File: src/rtl/decoder_pkg.sv
// Shared definitions for the decoder_scanner block.
//   state_e     : controller state encoding (IDLE / DIRECT / SCAN)
//   MODE_DIRECT : mode input value selecting direct decode
//   MODE_SCAN   : mode input value selecting auto-scan
package decoder_pkg;

    typedef enum logic [1:0] {
        ST_IDLE   = 2'd0,
        ST_DIRECT = 2'd1,
        ST_SCAN   = 2'd2
    } state_e;

    localparam logic MODE_DIRECT = 1'b0;
    localparam logic MODE_SCAN   = 1'b1;

endpackage : decoder_pkg

File: src/rtl/decoder_scanner_if.sv
// Control/status bundle of decoder_scanner.
//   master drives : en, mode, sel, start, dwell
//   slave drives  : d (N = 2**SEL_W bits), idx, valid, wrap
interface decoder_scanner_if #(
    parameter int SEL_W   = 2,
    parameter int DWELL_W = 8
);
    localparam int N = 2 ** SEL_W;

    logic               en;
    logic               mode;
    logic [SEL_W-1:0]   sel;
    logic               start;
    logic [DWELL_W-1:0] dwell;

    logic [N-1:0]       d;
    logic [SEL_W-1:0]   idx;
    logic               valid;
    logic               wrap;

    modport master (
        output en, mode, sel, start, dwell,
        input  d, idx, valid, wrap
    );

    modport slave (
        input  en, mode, sel, start, dwell,
        output d, idx, valid, wrap
    );

endinterface : decoder_scanner_if

File: src/rtl/onehot_decoder.sv
// Purely combinational binary-to-one-hot decoder.
//   bin_i    : SEL_W-bit binary position
//   onehot_o : 2**SEL_W-bit vector with only bit bin_i set
module onehot_decoder #(
    parameter int SEL_W = 2
) (
    input  logic [SEL_W-1:0]    bin_i,
    output logic [2**SEL_W-1:0] onehot_o
);

    always_comb begin
        // NOTE: assigning a default before the selective write keeps every
        // bit driven on every path, so no latch is inferred.
        onehot_o        = '0;
        onehot_o[bin_i] = 1'b1;
    end

endmodule : onehot_decoder

File: src/rtl/decoder_scanner.sv
// Registered binary-to-one-hot decoder with an auto-scan mode.
//   clk : rising-edge clock
//   rst : synchronous active-high reset, wins over en
//   bus : decoder_scanner_if.slave
//         en/mode/sel/start/dwell in; d/idx/valid/wrap out (all registered)
// DIRECT decodes sel with one cycle of latency; SCAN walks the active bit
// through every position, holding each for dwell+1 enabled cycles.
module decoder_scanner
    import decoder_pkg::*;
#(
    parameter int SEL_W      = 2,
    parameter int DWELL_W    = 8,
    parameter bit ACTIVE_LOW = 1'b0
) (
    input  logic               clk,
    input  logic               rst,
    decoder_scanner_if.slave   bus
);

    localparam int               N        = 2 ** SEL_W;
    localparam logic [N-1:0]     POL_MASK = ACTIVE_LOW ? {N{1'b1}} : {N{1'b0}};
    localparam logic [SEL_W-1:0] IDX_MAX  = '1;

    state_e             state_q, state_d;
    logic [SEL_W-1:0]   idx_q,   idx_d;
    logic [DWELL_W-1:0] cnt_q,   cnt_d;
    logic               valid_q, valid_d;
    logic               wrap_q,  wrap_d;
    logic [N-1:0]       d_q,     d_d;
    logic [N-1:0]       onehot_next;

    // Decoding the next index lets d update on the same edge as idx.
    onehot_decoder #(.SEL_W(SEL_W)) u_onehot (
        .bin_i    (idx_d),
        .onehot_o (onehot_next)
    );

    always_comb begin
        state_d = state_q;
        idx_d   = idx_q;
        cnt_d   = cnt_q;
        valid_d = valid_q;
        wrap_d  = wrap_q;   // a pending wrap survives disabled cycles

        if (bus.en) begin
            wrap_d = 1'b0;
            case (state_q)
                ST_IDLE: begin
                    valid_d = 1'b0;
                    if (bus.mode == MODE_DIRECT) begin
                        state_d = ST_DIRECT;
                        idx_d   = bus.sel;
                        valid_d = 1'b1;
                    end else if (bus.start) begin
                        state_d = ST_SCAN;
                        idx_d   = '0;
                        cnt_d   = bus.dwell;
                        valid_d = 1'b1;
                    end
                end

                ST_DIRECT: begin
                    if (bus.mode == MODE_SCAN) begin
                        state_d = ST_IDLE;
                        valid_d = 1'b0;
                    end else begin
                        idx_d   = bus.sel;
                        valid_d = 1'b1;
                    end
                end

                ST_SCAN: begin
                    if (bus.mode == MODE_DIRECT) begin
                        state_d = ST_IDLE;
                        valid_d = 1'b0;
                    end else if (bus.start) begin
                        idx_d = '0;
                        cnt_d = bus.dwell;
                    end else if (cnt_q == '0) begin
                        // Natural SEL_W-bit overflow gives the modulo-N step.
                        idx_d  = idx_q + 1'b1;
                        cnt_d  = bus.dwell;
                        wrap_d = (idx_q == IDX_MAX);
                    end else begin
                        cnt_d = cnt_q - 1'b1;
                    end
                end

                default: begin
                    state_d = ST_IDLE;
                    valid_d = 1'b0;
                end
            endcase
        end

        // Masking by valid and polarity inversion happen before the register
        // so d never glitches and has no input-to-output path.
        d_d = (valid_d ? onehot_next : '0) ^ POL_MASK;
    end

    always_ff @(posedge clk) begin
        // NOTE: sequential state uses non-blocking assignments so every
        // register samples the values from before this edge.
        if (rst) begin
            // NOTE: every register here is control state, so all are reset;
            // there is no storage array that could be left unreset.
            state_q <= ST_IDLE;
            idx_q   <= '0;
            cnt_q   <= '0;
            valid_q <= 1'b0;
            wrap_q  <= 1'b0;
            d_q     <= POL_MASK;
        end else begin
            state_q <= state_d;
            idx_q   <= idx_d;
            cnt_q   <= cnt_d;
            valid_q <= valid_d;
            wrap_q  <= wrap_d;
            d_q     <= d_d;
        end
    end

    assign bus.d     = d_q;
    assign bus.idx   = idx_q;
    assign bus.valid = valid_q;
    assign bus.wrap  = wrap_q;

endmodule : decoder_scanner

File: src/flat_wrapper.sv
// flat-port wrapper written by rule: the top's interface ports become plain ports
module decoder_scanner_flat import decoder_pkg::*;
#(
    parameter int SEL_W      = 2,
    parameter int DWELL_W    = 8,
    parameter bit ACTIVE_LOW = 1'b0
)
  (clk, rst, bus_en, bus_mode, bus_sel, bus_start, bus_dwell, bus_d, bus_idx, bus_valid, bus_wrap);
  decoder_scanner_if #(.SEL_W(SEL_W), .DWELL_W(DWELL_W)) bus_i ();
  input  logic clk;
  input  logic rst;
  input wire logic [$bits(bus_i.en)-1:0] bus_en;
  input wire logic [$bits(bus_i.mode)-1:0] bus_mode;
  input wire logic [$bits(bus_i.sel)-1:0] bus_sel;
  input wire logic [$bits(bus_i.start)-1:0] bus_start;
  input wire logic [$bits(bus_i.dwell)-1:0] bus_dwell;
  output wire logic [$bits(bus_i.d)-1:0] bus_d;
  output wire logic [$bits(bus_i.idx)-1:0] bus_idx;
  output wire logic [$bits(bus_i.valid)-1:0] bus_valid;
  output wire logic [$bits(bus_i.wrap)-1:0] bus_wrap;
  assign bus_i.en = bus_en;
  assign bus_i.mode = bus_mode;
  assign bus_i.sel = bus_sel;
  assign bus_i.start = bus_start;
  assign bus_i.dwell = bus_dwell;
  assign bus_d = bus_i.d;
  assign bus_idx = bus_i.idx;
  assign bus_valid = bus_i.valid;
  assign bus_wrap = bus_i.wrap;
  decoder_scanner #(.SEL_W(SEL_W), .DWELL_W(DWELL_W), .ACTIVE_LOW(ACTIVE_LOW)) u_core (.clk(clk), .rst(rst), .bus(bus_i));
endmodule
File: config.mk
export PLATFORM = sky130hd
export DESIGN_NAME = decoder_scanner_flat
export DESIGN_NICKNAME = d
export VERILOG_FILES = /design/src/rtl/decoder_pkg.sv /design/src/rtl/decoder_scanner_if.sv /design/src/rtl/onehot_decoder.sv /design/src/rtl/decoder_scanner.sv /design/src/flat_wrapper.sv
export SDC_FILE = /design/constraint.sdc
export NUM_CORES = 1
export LEC_CHECK = 0
export CAP_MARGIN = 15
export CORE_MARGIN = 2
export CORE_UTILIZATION = 40
export CTS_BUF_LIST = sky130_fd_sc_hd__clkbuf_8
export DETAILED_ROUTE_END_ITERATION = 10
export PLACE_DENSITY = 0.66
export SETUP_SLACK_MARGIN = 0.1
export SLEW_MARGIN = 10
export SYNTH_ARGS = -nofsm -noshare
export SYNTH_HDL_FRONTEND = slang
export SYNTH_SLANG_ARGS = --single-unit
File: constraint.sdc
create_clock -name clk -period 2.5 [get_ports clk]
set_input_delay 0.25 -clock clk [delete_from_list [all_inputs] [get_ports clk]]
set_output_delay 0.25 -clock clk [all_outputs]
set_load 0.02 [all_outputs]
==> results of run 1 <==
[through the flow]
| stage | instances | util, % | total power (W) |
|---|---|---|---|
| floorplan | 128 | - | 0.000403 |
| global placement | 179 | 51.9 | 0.000464 |
| detailed placement | 179 | 51.9 | 0.000466 |
| CTS | 183 | 54.2 | 0.000707 |
| global route | 183 | 54.2 | 0.000732 |
| finish | 183 | 54.2 | 0.000704 |
[power breakdown]
| part | internal (W) | switching (W) | total (W) |
|---|---|---|---|
| Clock | 0.000140 | 0.000104 | 0.000244 |
| Combinational | 0.0000709 | 0.0000753 | 0.000146 |
| Sequential | 0.000300 | 0.0000145 | 0.000314 |
[worst min-delay path: cells and delay by family, from the launching register on]
kind / cells / cell delay (ns)
DFF: 1 / 0.34
AOI/OAI and AO/OA: 1 / 0.06
and+or+nand+nor: 1 / 0.07
[final cells by class]
class | count | area [sq um]
multi-input combinational | 99 | 596
inverter | 7 | 26.3
tap | 30 | 37.5
fill | 241 | 1110
clock buffer | 4 | 55.1
sequential | 18 | 360
timing repair buffer | 25 | 243
[flip-flops by register name (all words and copies together), names as in the netlist]
name	cells
u_core.bus.d	4
u_core.bus.idx	2
u_core.bus.valid	1
u_core.bus.wrap	1
u_core.cnt_q	8
u_core.state_q	2
[cells by family (layout without fill, tap and decap cells)]
| family | after synthesis | after routing | share of synthesized area [%] |
|---|---|---|---|
| buffers and inverters | 11 | 36 | 4.38 |
| AOI/OAI and AO/OA | 38 | 38 | 23.5 |
| muxes | 2 | 2 | 2.00 |
| and+or+nand+nor | 57 | 57 | 31.5 |
| DFF | 18 | 18 | 36.0 |
| adders and majority gates | 2 | 2 | 2.50 |
[worst min-delay path by stage]
| stage | end | slack [ns] | depth (start not counted) |
|---|---|---|---|
| finish | u_core.cnt_q[1] | 0.51 | 2 |
| global route | u_core.cnt_q[1] | 0.55 | 2 |
| CTS | u_core.cnt_q[1] | 0.51 | 2 |
| detailed placement | u_core.cnt_q[1] | 0.49 | 2 |
| global placement | u_core.cnt_q[1] | 0.48 | 2 |
| floorplan | u_core.bus.idx[1] | 0.32 | 1 |
[synthesized netlist by cell type, types with 2 or more instances]
library cell and count:
a211o_1 2, a21oi_1 14, buf_2 2, clkbuf_1 2
dfxtp_1 18, ha_1 2, inv_1 7, mux2i_1 2
nand2_1 5, nand2b_1 2, nand3_1 2, nand3b_1 2
nor2_1 17, nor2b_1 3, nor3_1 7, nor3b_1 4
nor4_1 4, o211ai_1 2, o21ai_0 10, o21ai_1 2
or3_1 4, or3b_1 2
[metal layers]
layer | GRT usage [%] | vias up
met2 | 30.7 | 35
met4 | 6.25 | 0
met5 | 0 | -
li1 | - | 522
met1 | 24.5 | 460
met3 | 3.06 | 4
==> key figures, run 1 <==
Synth
  – Warnings, synthesis: 0
  – Cell count after synthesis: roughly 130
  – Area leader, netlist: dfxtp_1
  – Post-synth net total: approximately 150
  – Share of flip-flops with an asynchronous set or reset: 0%
  – Synthesized area: ~1000 sq um
  – Sequential area share after synthesis: 36.0%
  – Synth area leaders: dfxtp_1 36%, a21oi_1 7.0%, nor2_1 6.4%
  – Post-synth cell types: 35
  – Yosys reg bits: 18
  – Synth top area share: between 30% and 40%
  – Post-synth EDFFs: 0
  – Syn avg cell area: 7.81 sq um
  – Top FF cell, synth: dfxtp_1

Worst setup path
  – Worst reg2reg path depth: 7
  – Crit. End Element: flop
  – R2R Path Start: u_core.cnt_q[0]
  – Crit start category: flop
  – Slack of the worst reg-to-reg path: ~0.38 ns
  – Critical Path End: u_core.bus.d[2]
  – Worst Path Required: ~2.7 ns
  – Worst Path Buf+Inv: 1
  – CP arrival: 2.29 ns
  – CP cell instances: inv_1 > ha_1 > or3b_1 > o21ai_4 > a31oi_1 > or3_1 > nor3b_1
  – Slowest CP cell: or3b_1
  – Crit-path leading delay family: simple AND/OR/NAND/NOR gates
  – Crit Path Class: reg2reg
  – CP max FO: 8
  – Instance count on the critical path: 7
  – FF-to-FF End: u_core.bus.d[2]
  – Critical path origin: u_core.cnt_q[0]
  – CP max stage delay: roughly 0.43 ns

Die
  – I/O pin count: 23
  – Initial Util: between 40 and 50%
  – Die height: roughly 54 microns
  – Core area: ~0.0024 sq mm
  – Site row count: 18
  – Die footprint: 0.00291 sq mm
  – Die W: ~54 microns

Drt
  – Max layer used: met4
  – First-pass DRT Iterations: 4
  – Vias: a little over 1k
  – Routed len/inst: between 10 and 15 microns
  – DRC Markers: 0
  – Wire length on met2: approximately 1100 microns
  – Antenna-violating nets left: 0
  – Initial DRC count: 15
  – WL final: approximately 2500 microns
  – Avg Vias per Cell: between 5 and 6
  – Met3 wire len: between 150 and 200 microns
  – Wl on met1: around 1200 microns

Flow run
  – Max-cap violation count: 0

Clock network
  – CTS-repair resized insts: 0
  – Clk Latency, worst-skew pair: roughly 0.26 ns
  – Postcts setup bufs: 0
  – # H-tree levels: 1
  – Clk root buf: clkbuf_8
  – CTS Hold Buffers Added: 0
  – Reg clk slew, reported paths: 0.07 ns
  – CTS buffer count: 3
  – Clock sink total: 18
  – CTS max path bufs: 2
  – CTS tree: built

STA
  – Unrepaired setup endpoints after global routing: no
  – Worst rel slew slack: around 65%
  – Skew final: 0.00443 ns
  – TNS Setup: 0 ns
  – Final Hold Vio Count: 0
  – Final Max Slew Viols: 0
  – Worst Tran Pin Value: between 0.5 and 0.6 ns
  – Setup ws final: ~0.38 ns
  – Fmax: ~0.47 GHz
  – Final setup viols: 0
  – Final Critical Period: ~2.1 ns
  – Hold Slack: between 0.5 and 0.6 ns
  – Period utilization: a little over four fifths

GRT
  – Vias in the first global route: ~910
  – Initial antenna violation count: 0
  – First-pass GRT wire length: ~4000 microns
  – GRT Util Overall: between 10% and 20%
  – GR Overflow Total: 0
  – Largest net degree at the start of global routing: 11

Cells and area
  – Most frequent cells in the layout: 22 x clkdlybuf4s50_1, 18 x dfxtp_1, 17 x nor2_1, 14 x a21oi_1, 10 x o21ai_0
  – Finished Cell Area: around 0.0013 sq mm
  – Commonest non-fill, non-tap cell in the layout: clkdlybuf4s50_1
  – Final #Nets: between 150 and 200
  – ANT cells: 0
  – Share of post-route cells with drive strength above 1: about 7.2%
  – Area grow syn2layout: 31.8%

Min path
  – Hold Path Origin: u_core.cnt_q[1]
  – Hold WC Path Type: reg2reg

Power and ir drop
  – Pleak: roughly 0.48 nW
  – Maximum VDD drop: between 0.0003 and 0.0004 V
  – Power per cell area: about 530 mW/mm^2

Placement
  – GPL Wtd Cong: approximately 0.82
  – Post-detail-place hpwl: about 1900 microns
  – IO buf count: 22
  – Cell Area, Placed: ~0.0013 sq mm
  – Pre-CTS setup slack: 0.338 ns

Outcome
  – Status: finished, final reports clean
No activity file was read; power rests on OpenSTA's default activity.
==> inputs of run 2 (changes only) <==
- PLACE_DENSITY: 0.66 -> 0.69
- clock period: 2.5 -> 1.94 ns (I/O delays scaled with it)
==> run 2 against run 1 <==
Compared with the run above:
- combinational power is 49% higher
- core utilization increased by 5.9 points
- setup slack got worse by 0.24 ns
- clock power up 27%
- clock-buffer cell count stayed put
- critical path depth is 2 lower
- sequential share of layout area decreased by 2.4 points
- sequential power is 30% higher
- cell count up 7.1%
- critical path type unchanged
- critical endpoint unchanged
- largest power group unchanged
==> key figures, run 2 (same netlist as run 1, synthesis figures left out) <==
Outcome
  – Status: finished, final reports clean

Cells and area
  – Most flops, register: u_core.cnt_q
  – Share of post-route cells with drive strength above 1: 21.7% (+14 points)
  – Final #Nets: 184 (+7.6%)
  – Max FFs per register: 8 (unchanged)
  – Fillers: 233 (-3.3%)
  – ANT cells: 0 (unchanged)
  – Commonest non-fill, non-tap cell in the layout: clkdlybuf4s50_1
  – Layout Cells excl Fill: 196 (+7.1%)
  – Area grow syn2layout: 46.2%
  – Most frequent cells in the layout: 22 x clkdlybuf4s50_1, 17 x nor2_1, 16 x buf_4, 15 x dfxtp_1, 14 x a21oi_1

Drt
  – Initial DRC count: 23 (+8)
  – WL final: 2830 microns (+12%)
  – First-pass DRT Iterations: 4 (unchanged)
  – DRC Markers: 0 (unchanged)
  – Avg Vias per Cell: 5.68 (+1.8%)
  – Routed len/inst: 14.4 microns (+4.2%)
  – Vias: 1,113 (+9.0%)
  – Antenna-violating nets left: 0 (unchanged)

Clock network
  – Clock sink total: 18 (unchanged)
  – Reg clk slew, reported paths: 0.07 ns (about the same)
  – CTS max path bufs: 2 (unchanged)
  – # H-tree levels: 1 (unchanged)
  – Clk root buf: clkbuf_8
  – Clk Latency, worst-skew pair: 0.25 ns (about the same)
  – CTS buffer count: 3 (unchanged)
  – CTS tree: built

Worst setup path
  – R2R Path Start: u_core.cnt_q[5]
  – CP arrival: 1.98 ns (-0.31 ns)
  – FF-to-FF End: u_core.bus.d[2]
  – Crit start category: flop
  – Worst reg2reg path depth: 5 (-2)
  – Worst Path Required: 2.12 ns (-0.55 ns)
  – Crit Path Class: reg2reg
  – Crit. End Element: flop
  – CP max FO: 5 (-3)
  – Slack of the worst reg-to-reg path: 0.14 ns (-0.24 ns)

Die
  – Die W: 54.0 microns (unchanged)
  – Die footprint: 0.00291 sq mm (unchanged)
  – Core area: 0.00243 sq mm (unchanged)
  – Die height: 54.0 microns (unchanged)
  – Site row count: 18 (unchanged)
  – Initial Util: 41.1% (unchanged)
  – I/O pin count: 23 (unchanged)

GRT
  – Vias in the first global route: 1,112 (+22%)
  – GR Overflow Total: 0 (unchanged)
  – GRT Util Overall: 21.4% (+2.8 points)
  – Largest net degree at the start of global routing: 11 (unchanged)
  – Initial antenna violation count: 0 (unchanged)
  – First-pass GRT wire length: 4600 microns (+15%)

STA
  – Final Critical Period: 1.80 ns (-0.324 ns)
  – Period utilization: 92.7% (+7.8 points)
  – Final Hold Vio Count: 0 (unchanged)
  – Final Max Slew Viols: 0 (unchanged)
  – TNS Setup: 0 ns (unchanged)
  – Worst rel slew slack: 72.5% (+7.1 points)
  – Final setup viols: 0 (unchanged)
  – Skew final: 0.00521 ns (+0.000779 ns)
  – Unrepaired setup endpoints after global routing: yes
  – Worst Tran Pin Value: 0.411 ns (-0.103 ns)
  – Fmax: 0.556 GHz (+18%)

Placement
  – GPL Wtd Cong: 0.885 (+8.5%)
  – Post-detail-place hpwl: 1930 microns (+0.54%)
  – IO buf count: 22 (unchanged)
  – Cells after DPL: 188 (+5.0%)

Min path
  – WHS Endpoint: u_core.cnt_q[5]
  – Hold depth: 2 (unchanged)
  – Hold WC Path Type: reg2reg
  – Hold Path Origin: u_core.cnt_q[5]

Power and ir drop
  – Pleak: 0.545 nW (+14%)
  – Power per cell area: 641 mW/mm^2 (+20%)
  – Maximum VDD drop: 0.000477 V (+33%)

Flow run
  – Max-cap violation count: 0 (unchanged)
==> run 2: report_power, final <==
group          leakage, nW  internal, W  switching [W]
registers            0.148     0.000387      0.0000201
logic                0.368     0.000112       0.000106
clock network       0.0288     0.000180       0.000131
==> run 2: layout make-up <==
type | count | area (sq um) | area share [%]
multi-input combinational | 99 | 638 | 43.7
sequential | 18 | 364 | 24.9
timing repair buffer | 38 | 340 | 23.3
clock buffer | 4 | 55.1 | 3.77
tap | 30 | 37.5 | 2.57
inverter | 7 | 26.3 | 1.80
==> run 2: per-stage QoR <==
step	area, sq um	utilization [%]	setup slack (ns)	hold WS, ns	total power (W)
after CTS	1440	59.1	0.0928	0.535	0.000934
after global routing	1460	60.1	0.0979	0.544	0.000979
after detailed placement	1330	54.8	0.0771	0.486	0.000611
after floorplan	1000	-	0.118	0.266	0.000521
after global placement	1330	54.8	0.0917	0.479	0.000609
final	1460	60.1	0.141	0.522	0.000937
==> run 2: worst max path at each step <==
stage | start | to | slack, ns | cells after the start
6_report | u_core.cnt_q[5] | u_core.bus.d[2] | 0.14 | 5
5_1_grt | u_core.cnt_q[0] | u_core.bus.d[1] | 0.1 | 8
4_1_cts | u_core.cnt_q[1] | u_core.bus.d[2] | 0.09 | 7
3_5_place_dp | u_core.cnt_q[0] | u_core.bus.d[2] | 0.08 | 7
3_3_place_gp | u_core.cnt_q[0] | u_core.bus.d[0] | 0.09 | 7
2_1_floorplan | u_core.cnt_q[0] | u_core.bus.d[2] | 0.12 | 7
==> run 2: what timing repair did <==
action,CTS,global route
buffers inserted,4,0
pin swaps,6,2
resized for setup,7,5
setup endpoints to repair,5,7
hold buffers,0,0
==> run 2: layer usage <==
metal,vias up,global-route usage (%),wire [microns]
met3,5,5.28,197
li1,547,-,-
met1,517,25.5,1240
met5,-,0,0
met2,44,37.0,1360
met4,0,7.50,38
==> run 2: critical path, stage by stage (launching register included) <==
cell and delay, ns:
dfxtp_2 0.35, or4_4 0.57, o21ai_4 0.18, a31oi_2 0.12, or3_4 0.35, nor3b_2 0.15
==> inputs of run 3 (changes only) <==
- CORE_MARGIN: 2 -> 4
==> run 3 against run 2 <==
Compared with the run above:
- clock skew decreased by 0.0027 ns
- die area is 15% higher
- critical path depth increased by 2
- sequential share of layout area is 0.61 points lower
- sequential power about the same
- first-iteration DRC count grew to 2.8 times the previous value
- non-clock buffer count grew 2
- global-route usage shrank 3.1 points
- cell area increased by 2.1%
- register-to-register slack lost 0.09 ns
- cell count is the same
- critical path type unchanged
- critical endpoint is now u_core.bus.d[3]
==> key figures, run 3 (same netlist as run 1, synthesis figures left out) <==
Clock network
  – CTS buffer count: 3 (unchanged)
  – CTS max path bufs: 2 (unchanged)
  – Reg clk slew, reported paths: 0.07 ns (about the same)
  – Clk root buf: clkbuf_8
  – Clock sink total: 18 (unchanged)
  – CTS tree: built
  – CTS Hold Buffers Added: 0 (unchanged)
  – # H-tree levels: 1 (unchanged)
  – Clk Latency, worst-skew pair: 0.25 ns (about the same)

Cells and area
  – Share of post-route cells with drive strength above 1: 23.8% (+2.1 points)
  – Max FFs per register: 8 (unchanged)
  – ANT cells: 0 (unchanged)
  – Fillers: 197 (-15%)
  – Area grow syn2layout: 49.3%
  – Final #Nets: 186 (+1.1%)
  – Commonest non-fill, non-tap cell in the layout: clkdlybuf4s50_1
  – Most flops, register: u_core.cnt_q
  – Layout Cells excl Fill: 196 (unchanged)
  – Register area: 363 sq um (-0.34%)
  – Util after Layout: 65.0% (+4.9 points)
  – Multi-input gate area: 658 sq um (+3.1%)
  – Most frequent cells in the layout: 22 x clkdlybuf4s50_1, 18 x buf_4, 17 x nor2_1, 16 x dfxtp_1, 14 x a21oi_1

Die
  – Die footprint: 0.00336 sq mm (+15%)
  – Initial Util: 43.5% (+2.4 points)
  – Die height: 58.0 microns (+7.4%)
  – Site row count: 17 (-1)
  – Die W: 58.0 microns (+7.4%)
  – Core area: 0.00230 sq mm (-5.6%)
  – I/O pin count: 23 (unchanged)

Worst setup path
  – Crit start category: flop
  – Worst Path Required: 2.08 ns (-0.04 ns)
  – CP max FO: 5 (unchanged)
  – R2R Path Start: u_core.cnt_q[0]
  – Crit Path Class: reg2reg
  – Crit. End Element: flop
  – CP arrival: 2.03 ns (+0.05 ns)
  – Critical path origin: u_core.cnt_q[0]

STA
  – Unrepaired setup endpoints after global routing: yes
  – Final setup viols: 0 (unchanged)
  – Period utilization: 97.4% (+4.7 points)
  – Fmax: 0.529 GHz (-4.8%)
  – Final Hold Vio Count: 0 (unchanged)
  – Final Max Slew Viols: 0 (unchanged)
  – Worst rel slew slack: 69.6% (-2.9 points)
  – Final Critical Period: 1.89 ns (+0.0909 ns)
  – Hold Slack: 0.529 ns (+0.00676 ns)
  – TNS Setup: 0 ns (unchanged)
  – Setup ws final: 0.0498 ns (-0.0909 ns)
  – Worst Tran Pin Value: 0.452 ns (+0.0405 ns)
  – Skew final: 0.00254 ns (-0.00266 ns)

Drt
  – Wl on met1: 1180 microns (-4.5%)
  – Wire length on met2: 1420 microns (+4.2%)
  – Antenna-violating nets left: 0 (unchanged)
  – Vias: 1,147 (+3.1%)
  – Routed len/inst: 14.8 microns (+2.6%)
  – First-pass DRT Iterations: 4 (unchanged)
  – Avg Vias per Cell: 5.85 (+3.1%)
  – Initial DRC count: 64 (+180%)
  – DRC Markers: 0 (unchanged)
  – Met3 wire len: 248 microns (+26%)
  – WL final: 2900 microns (+2.6%)
  – Max layer used: met4

GRT
  – First-pass GRT wire length: 4880 microns (+6.0%)
  – Vias in the first global route: 1,109 (-0.27%)
  – Largest net degree at the start of global routing: 11 (unchanged)
  – GRT Util Overall: 18.3% (-3.1 points)
  – GR Overflow Total: 0 (unchanged)
  – Initial antenna violation count: 0 (unchanged)

Power and ir drop
  – Pleak: 0.555 nW (+1.9%)
  – Power per cell area: 633 mW/mm^2 (-1.2%)
  – Maximum VDD drop: 0.000472 V (-0.96%)

Outcome
  – Status: finished, final reports clean

Placement
  – GPL Wtd Cong: 0.828 (-6.5%)
  – Pre-CTS setup slack: 0.0505 ns (-0.0267 ns)
  – Cells after DPL: 187 (-0.53%)
  – IO buf count: 22 (unchanged)
  – Post-detail-place hpwl: 2030 microns (+5.2%)

Min path
  – Hold Path Origin: bus_dwell[0]
  – Hold WC Path Type: in2reg

Flow run
  – Max-cap violation count: 0 (unchanged)
[run 3: changes by cell type in the layout (fill, tap and decap cells not counted), sizes merged]
cell,before,now
buf,16,18
[run 3: path summary, 6_finish.rpt]
| kind | end | slack, ns | depth (start not counted) |
|---|---|---|---|
| worst min-delay path | u_core.cnt_q[0] | 0.53 | 3 |
| worst max register to register | u_core.bus.d[3] | 0.05 | 7 |
| worst min register to register | u_core.cnt_q[5] | 0.54 | 2 |
| worst max-delay path | u_core.bus.d[3] | 0.05 | 7 |
[run 3: report_power, final]
part,switching [W],internal [W]
sequential,0.0000200,0.000387
clock,0.000132,0.000180
combinational,0.000109,0.000116
total,0.000262,0.000684
[run 3: final cells by class]
class | instances | area share, %
multi-input cells | 99 | 44.1
flip-flops and latches | 18 | 24.3
repair buffers | 40 | 23.8
clock buffers | 4 | 3.69
well taps | 28 | 2.35
inverters | 7 | 1.76
[run 3: per-layer routing]
layer | vias up | track usage [%]
met3 | 11 | 3.79
met5 | - | 0
met1 | 521 | 22.4
met4 | 0 | 5.96
met2 | 66 | 31.6
li1 | 549 | -
[run 3: critical path: stages (launching register included)]
cell and delay [ns]:
dfxtp_2 0.34, inv_2 0.07, ha_4 0.13, or3b_4 0.40, o211ai_1 0.19, o21ai_1 0.11, a211o_1 0.34, nor3b_2 0.17
[run 3: per-stage QoR]
stage	total power, W	instance area [sq um]
finish	0.000945	1490
global route	0.000999	1490
CTS	0.000941	1470
detailed placement	0.000614	1340
global placement	0.000610	1340
floorplan	0.000521	1000
[run 3: repair_timing]
item | 4_1_cts | 5_1_grt
endpoints found under the setup margin | 4 | 10
setup buffers | 5 | 1
gates cloned | 0 | 0
pin swaps | 6 | 7
hold endpoints to repair | 0 | 0
gates resized for setup | 10 | 6
